### src/rtl/vga_fb_arbiter.sv
// Framebuffer port arbiter: display reads take priority; host writes are posted
// into a small FIFO and drained on idle cycles; host reads wait until the FIFO is empty.
module vga_fb_arbiter #(
    parameter int ADDR_WIDTH = 19,
    parameter int DATA_WIDTH = 12,
    parameter int WBUF_DEPTH = 4
) (
    input  logic                          pixel_clk,
    input  logic                          reset,
    input  logic                          disp_req,
    input  logic [ADDR_WIDTH-1:0]         disp_addr,
    output logic                          disp_rvalid,
    output logic [DATA_WIDTH-1:0]         disp_rdata,
    input  logic                          host_valid,
    input  logic                          host_we,
    input  logic [ADDR_WIDTH-1:0]         host_addr,
    input  logic [DATA_WIDTH-1:0]         host_wdata,
    output logic                          host_ready,
    output logic                          host_rvalid,
    output logic [DATA_WIDTH-1:0]         host_rdata,
    output logic                          mem_en,
    output logic                          mem_we,
    output logic [ADDR_WIDTH-1:0]         mem_addr,
    output logic [DATA_WIDTH-1:0]         mem_wdata,
    input  logic [DATA_WIDTH-1:0]         mem_rdata,
    output logic [$clog2(WBUF_DEPTH):0]   wbuf_level
);

    localparam int IW = $clog2(WBUF_DEPTH);
    localparam int PW = IW + 1;

    typedef enum logic [1:0] {
        TAG_NONE,
        TAG_DISP,
        TAG_HOST
    } tag_t;

    logic [ADDR_WIDTH-1:0] r_buf_addr [WBUF_DEPTH];
    logic [DATA_WIDTH-1:0] r_buf_data [WBUF_DEPTH];
    logic [PW-1:0]         r_wptr;
    logic [PW-1:0]         r_rptr;
    logic [PW-1:0]         r_level;
    tag_t                  r_tag;
    tag_t                  w_tag_next;
    logic                  w_empty;
    logic                  w_full;
    logic                  w_push;
    logic                  w_pop;

    // Pointer MSB differs only when the write side has lapped the read side.
    assign w_empty = (r_wptr == r_rptr);
    assign w_full  = (r_wptr[IW-1:0] == r_rptr[IW-1:0]) && (r_wptr[IW] != r_rptr[IW]);

    always_comb begin
        host_ready = 1'b0;
        mem_en     = 1'b0;
        mem_we     = 1'b0;
        mem_addr   = '0;
        mem_wdata  = '0;
        w_push     = 1'b0;
        w_pop      = 1'b0;
        w_tag_next = TAG_NONE;
        if (!reset) begin
            // Reads wait for an empty buffer so they never overtake a posted write.
            host_ready = host_we ? !w_full : (w_empty && !disp_req);
            w_push     = host_valid && host_we && !w_full;
            if (disp_req) begin
                mem_en     = 1'b1;
                mem_addr   = disp_addr;
                w_tag_next = TAG_DISP;
            end else if (!w_empty) begin
                mem_en     = 1'b1;
                mem_we     = 1'b1;
                mem_addr   = r_buf_addr[r_rptr[IW-1:0]];
                mem_wdata  = r_buf_data[r_rptr[IW-1:0]];
                w_pop      = 1'b1;
            end else if (host_valid && !host_we) begin
                mem_en     = 1'b1;
                mem_addr   = host_addr;
                w_tag_next = TAG_HOST;
            end
        end
    end

    always_ff @(posedge pixel_clk) begin
        if (reset) begin
            r_wptr  <= '0;
            r_rptr  <= '0;
            r_level <= '0;
            r_tag   <= TAG_NONE;
        end else begin
            if (w_push) begin
                r_wptr <= r_wptr + PW'(1);
            end
            if (w_pop) begin
                r_rptr <= r_rptr + PW'(1);
            end
            if (w_push && !w_pop) begin
                r_level <= r_level + PW'(1);
            end else if (!w_push && w_pop) begin
                r_level <= r_level - PW'(1);
            end
            r_tag <= w_tag_next;
        end
    end

    always_ff @(posedge pixel_clk) begin
        if (w_push) begin
            r_buf_addr[r_wptr[IW-1:0]] <= host_addr;
            r_buf_data[r_wptr[IW-1:0]] <= host_wdata;
        end
    end

    // The reset gate drops the return of a read issued just before reset.
    assign disp_rvalid = (r_tag == TAG_DISP) && !reset;
    assign host_rvalid = (r_tag == TAG_HOST) && !reset;
    assign disp_rdata  = mem_rdata;
    assign host_rdata  = mem_rdata;
    assign wbuf_level  = r_level;

endmodule

### config.mk
export PLATFORM = sky130hd
export DESIGN_NAME = vga_fb_arbiter
export DESIGN_NICKNAME = d
export VERILOG_FILES = /design/src/rtl/vga_fb_arbiter.sv
export SDC_FILE = /design/constraint.sdc
export NUM_CORES = 1
export LEC_CHECK = 0
export CORE_MARGIN = 4
export CORE_UTILIZATION = 46
export CTS_BUF_LIST = sky130_fd_sc_hd__clkbuf_8
export DETAILED_ROUTE_END_ITERATION = 7
export GPL_TIMING_DRIVEN = 0
export PLACE_DENSITY = 0.83
export SLEW_MARGIN = 20
export SYNTH_ARGS = -nofsm -noshare
export SYNTH_HDL_FRONTEND = slang
export SYNTH_SLANG_ARGS = --single-unit
### constraint.sdc
create_clock -name pixel_clk -period 6.5 [get_ports pixel_clk]
set_clock_uncertainty 0.15 [all_clocks]
set_input_delay 1.3 -clock pixel_clk [delete_from_list [all_inputs] [get_ports pixel_clk]]
set_output_delay 1.3 -clock pixel_clk [all_outputs]
set_load 0.01 [all_outputs]
Yosys cells after proc, flatten, opt, wreduce, memory -nomap -nowiden
Memory sizes are Yosys's and may differ from the RTL's. A register that Yosys moved wholly into a read port is not among the register bits.
Cells that the tools add are included.

word-level totals
  bits in registers = 11
  bits in writable memories = 124
  input port bits = 67
  output and inout port bits = 63
  word-level logic and storage cells = 62
  memories = 2

operators by class
  $add $sub $neg = 4
  eq/ne operators = 5
  multiplexer cells = 28
  bitwise logic cells = 1
  reductions and logical operators = 17

memory list
  name        depth  bits a word  rd ports  clocked after memory_dff  write ports  line  RTL
  r_buf_addr  4      19           1         1                         1            38    logic [ADDR_WIDTH-1:0] r_buf_addr [WBUF_DEPTH];
  r_buf_data  4      12           1         1                         1            39    logic [DATA_WIDTH-1:0] r_buf_data [WBUF_DEPTH];

operator list
  kind                   number
  $mux W19               4
  $mux W12               3
  $mux W1                14
  $mux W2                5
  $add A3 B1 Y3 const B  3
  $logic_and A1 B1 Y1    9
  $logic_not A1 Y1       6
  $mux W3                2
  $eq A3 B3 Y1           1
  $reduce_or A3 Y1       1
  $sub A3 B1 Y3 const B  1
  $eq A2 B1 Y1 const B   1
  $eq A2 B2 Y1           1
  $eq A2 B2 Y1 const B   1
  $reduce_bool A2 Y1     1
  $ne A1 B1 Y1           1
  $not A1 Y1             1

Longest topological paths before layout
  depth after elaboration = 9
  gate-level depth with buffers = 10
  gate-level depth less buffers = 9

Least setup slack after synthesis
No wires, ideal clock.

  path kind = input-to-reg
  start point = input reset
  end point = memory r_buf_addr[3][0], enable pin
  library setup time = 0.458 ns
  data arrival time = 3.672 ns
  data required time = 5.892 ns
  slack = 2.221 ns
  stages = 2
  buffers on the path = 1
  path through = clkbuf_1 > nor3_1

on the way
  word-level cells in the longest chain between the ends = 3

RTL lines
  what                           line  RTL
  start: declaration             9     input logic reset,
  $mux W1                        63    if (!reset) begin
  $mux W1                        108   if (w_push) begin
  $mux W1 (implied by the code)  109   r_buf_addr[r_wptr[IW-1:0]] <= host_addr;
  end: declaration               38

Every way passes these cells.

Worst setup path after layout
  start point = input host_we
  end point = output mem_addr[9]

on the way
  word-level cells in the longest chain between the ends = 6

RTL lines
  what                 line  RTL
  start: declaration   15    input logic host_we,
  $logic_not A1 Y1     77    end else if (host_valid && !host_we) begin
  $logic_and A1 B1 Y1  77
  $mux W19             77
  $mux W19             71    end else if (!w_empty) begin
  $mux W19             67    if (disp_req) begin
  $mux W19             63
  end: declaration     23    output logic [ADDR_WIDTH-1:0] mem_addr,

Every way passes these cells.

==> flow_summary.rst <==
.. list-table::
   :header-rows: 1

   * - Metric
     - Value
   * - Post-route insts no fill
     - 673
   * - Total count of max-transition violations in the final report
     - 0
   * - Row count
     - 41
   * - Pwr Density
     - 256 nW/um^2
   * - Wire length of the first global-routing pass
     - 20.2 mm
   * - Post-detailed-routing wire length
     - between 10 and 15 mm
   * - Setup slack after placement
     - 1880 ps
   * - N_diodes
     - 0
   * - Power after layout
     - 2.04 mW
   * - Worst Path Class, Setup
     - in2out
   * - P_leak
     - 2.82 nW
   * - Number of vias after detailed routing
     - 3636
   * - Worst slew margin relative to its limit
     - 0.571
   * - Critical path startpoint category
     - input port
   * - Cell variety after synth
     - 33
   * - Post-route DRC violation count
     - 0
   * - Number of cells on the worst reg-to-reg path
     - 10
   * - H-tree depth reported by CTS
     - 4
   * - Accumulated negative setup slack
     - 0 ps
   * - Number of synthesized flops with an enable pin
     - approximately 120
   * - Final period demand of the worst path
     - 4670 ps
   * - CTS Buf Count
     - 17
   * - Critical path required time
     - 5050 ps
   * - Cell taking the most area after synthesis
     - sky130_fd_sc_hd__edfxtp_1
   * - Slack of the worst reg-to-reg path
     - about 3200 ps
   * - Number of sinks driven by the clock tree
     - 137
   * - Number of cells traversed by the worst hold path
     - 2
   * - Yosys warns
     - 0
   * - Proportion of register bits with asynchronous set or reset after synthesis
     - 0
   * - PnR worst setup slack
     - 1830 ps
   * - Final global-route overflow total
     - 0
   * - Die extent in x
     - 123 um
   * - Final hold vios
     - 0
   * - Starting utilization of the core area
     - 0.475
   * - Crit path max fanout
     - 10
   * - Peak Freq
     - 214 MHz
   * - Cells after DPL
     - 641
   * - Cell count after synthesis
     - 347
   * - Fraction of layout cells with a size suffix above 1
     - 0.220
   * - Most instantiated flip-flop cell in the synthesis netlist
     - sky130_fd_sc_hd__edfxtp_1
   * - Maximum number of pins on one net before global-route repair
     - 21
   * - Top library cells by usage in the layout, fill and taps aside
     - sky130_fd_sc_hd__edfxtp_1 (124), sky130_fd_sc_hd__clkdlybuf4s50_1 (115), sky130_fd_sc_hd__mux4_2 (29)
   * - Final RePlAce weighted congestion
     - about 0.84
   * - Most common library cell in the layout ignoring fill and taps
     - sky130_fd_sc_hd__edfxtp_1
   * - Post-DR vias/cell
     - 5.40
   * - Area of the core
     - 12700 um^2
   * - Via count of the first global-routing pass
     - 3789
   * - Antenna violations before repair
     - 0
   * - Worst hold-check path type
     - reg2reg
   * - Worst setup path endpoint
     - mem_addr[9]
   * - Area share of the leading cell type in the synthesized netlist
     - 0.616
   * - Max-Cap Viols
     - 0
   * - Number of ports placed on the die boundary
     - 130
   * - Synthesized net count
     - 421
   * - Setup Fix Bufs, Post-CTS
     - 0
   * - Layout net count
     - between 500 and 600
   * - Finished Core Util
     - 0.625
   * - Routed WL per cell
     - 19.5 um
   * - Final setup violation count
     - 0
   * - Insertion delay to the later sink of the worst-skew pair
     - 420 ps
   * - Setup repair after global routing missed its margin
     - false
   * - Worst vdd rail ir drop
     - 0.151 mV
   * - Synthesized cell area
     - approximately 6000 um^2
   * - Kind of end point of the critical path
     - output pin
   * - Clk pin slew, worst setup/hold paths
     - 80 ps
   * - Post-synthesis to final-layout area growth
     - 31.5%
   * - Cts hold-fix bufs
     - 0
   * - Transition time at the pin with the least slew margin
     - 643 ps
   * - Start point of the critical path
     - host_we
   * - Sequential element share of the synthesized area
     - 0.659
   * - Final critical-path share of the clock period
     - 0.718
   * - Launching point of the worst reg2reg path
     - r_wptr[1]
   * - Total global routing track utilization
     - 0.181
   * - CP Data Arrival Time
     - 3220 ps
   * - Cells taking the most area after synthesis
     - sky130_fd_sc_hd__edfxtp_1 (62%), sky130_fd_sc_hd__mux4_2 (11%), sky130_fd_sc_hd__dfxtp_1 (4.3%), sky130_fd_sc_hd__o211a_1 (3.1%), sky130_fd_sc_hd__buf_4 (3.1%)
   * - Clk buf depth
     - 2
   * - Area enclosed by the die boundary
     - 15000 um^2
   * - Iter 0 DRT Violations
     - 240
   * - Post_cts resized
     - 0
   * - Average footprint of a synthesized cell
     - 17.4 um^2
   * - Worst reg2reg path endpoint
     - wbuf_level[2]
   * - Root buffer cell
     - sky130_fd_sc_hd__clkbuf_8
   * - Post-DRT Antenna Nets
     - 0
   * - I/O Buffers
     - 115
   * - TritonCTS clock tree
     - done
   * - Post-DP HPWL
     - 9.13 mm
   * - Total of flip-flops plus latches after synthesis
     - 137
   * - First-pass iteration count of the detailed router
     - 5
   * - Floorplan die height
     - 123 um
   * - Result of the run
     - finished clean
## critical path: stages
cell                              delay, ps
sky130_fd_sc_hd__clkdlybuf4s50_1        510
sky130_fd_sc_hd__inv_1                  120
sky130_fd_sc_hd__a21oi_1                 70
sky130_fd_sc_hd__a21oi_1                180
sky130_fd_sc_hd__buf_2                  270
sky130_fd_sc_hd__o211a_1                210
sky130_fd_sc_hd__clkdlybuf4s50_1        560
## layer usage
metal | vias to the layer above | track usage | wire (um)
met3 | 13 | 0.0507 | 1020
met5 | - | 0 | 0
met1 | 1813 | 0.220 | 5010
li1 | 1654 | - | -
met2 | 156 | 0.316 | 6930
met4 | 0 | 0.0518 | 184
## how the worst min path moves through the flow
| stage | end | slack, ps | from |
|---|---|---|---|
| finish | wbuf_level[2] | 380 | wbuf_level[2] |
| global route | wbuf_level[2] | 410 | wbuf_level[2] |
| CTS | wbuf_level[2] | 380 | wbuf_level[2] |
| detailed placement | wbuf_level[2] | 360 | wbuf_level[2] |
| global placement | wbuf_level[2] | 320 | wbuf_level[2] |
| floorplan | r_wptr[2] | 340 | r_wptr[2] |
## state kept, by name (all words and copies together) (netlist names), named ones only
name        count
r_buf_data     48
r_wptr          3
wbuf_level      3
r_rptr          3
r_tag           2
r_buf_addr     76
## kinds of logic after synthesis
kind of cell / share of synthesized area
adder cells (fa/ha/maj): 0.0157
AND/OR/NAND/NOR: 0.0354
buffers and inverters: 0.0540
flip-flops: 0.659
multiplexers: 0.120
AO/OA/AOI/OAI: 0.101
XOR/XNOR: 0.0141
## cell usage after synthesis, types with 6 or more instances
master / count
sky130_fd_sc_hd__edfxtp_1: 124
sky130_fd_sc_hd__buf_4: 25
sky130_fd_sc_hd__o31a_1: 19
sky130_fd_sc_hd__dfxtp_1: 13
sky130_fd_sc_hd__o211a_1: 19
sky130_fd_sc_hd__buf_2: 9
sky130_fd_sc_hd__mux4_2: 29
sky130_fd_sc_hd__ha_1: 6
sky130_fd_sc_hd__clkbuf_1: 10
sky130_fd_sc_hd__a211o_1: 19
sky130_fd_sc_hd__inv_1: 7
sky130_fd_sc_hd__nor2_1: 9
sky130_fd_sc_hd__a21oi_1: 7
sky130_fd_sc_hd__nor2b_1: 12
## where the power goes
group | internal (mW) | switching (mW) | leakage, nW
registers | 0.976 | 0.0102 | 1.23
clock network | 0.380 | 0.326 | 0.202
logic | 0.190 | 0.155 | 1.39
total | 1.55 | 0.491 | 2.82
## cell type report
type	instances	area, um^2
flip-flops and latches	137	3980
inverters	7	26.3
plain buffers	48	300
well taps	172	215
multi-input cells	155	1740
repair buffers	122	1270
clock buffers	17	234
fillers	976	4770
clock inverters	15	176
## per-stage QoR
stage,hold slack [ps],instance area (um^2)
finish,379,7950
global route,412,7950
floorplan,345,6040
detailed placement,361,7540
global placement,320,7410
CTS,377,7950
(Power assumes the default switching activity.)
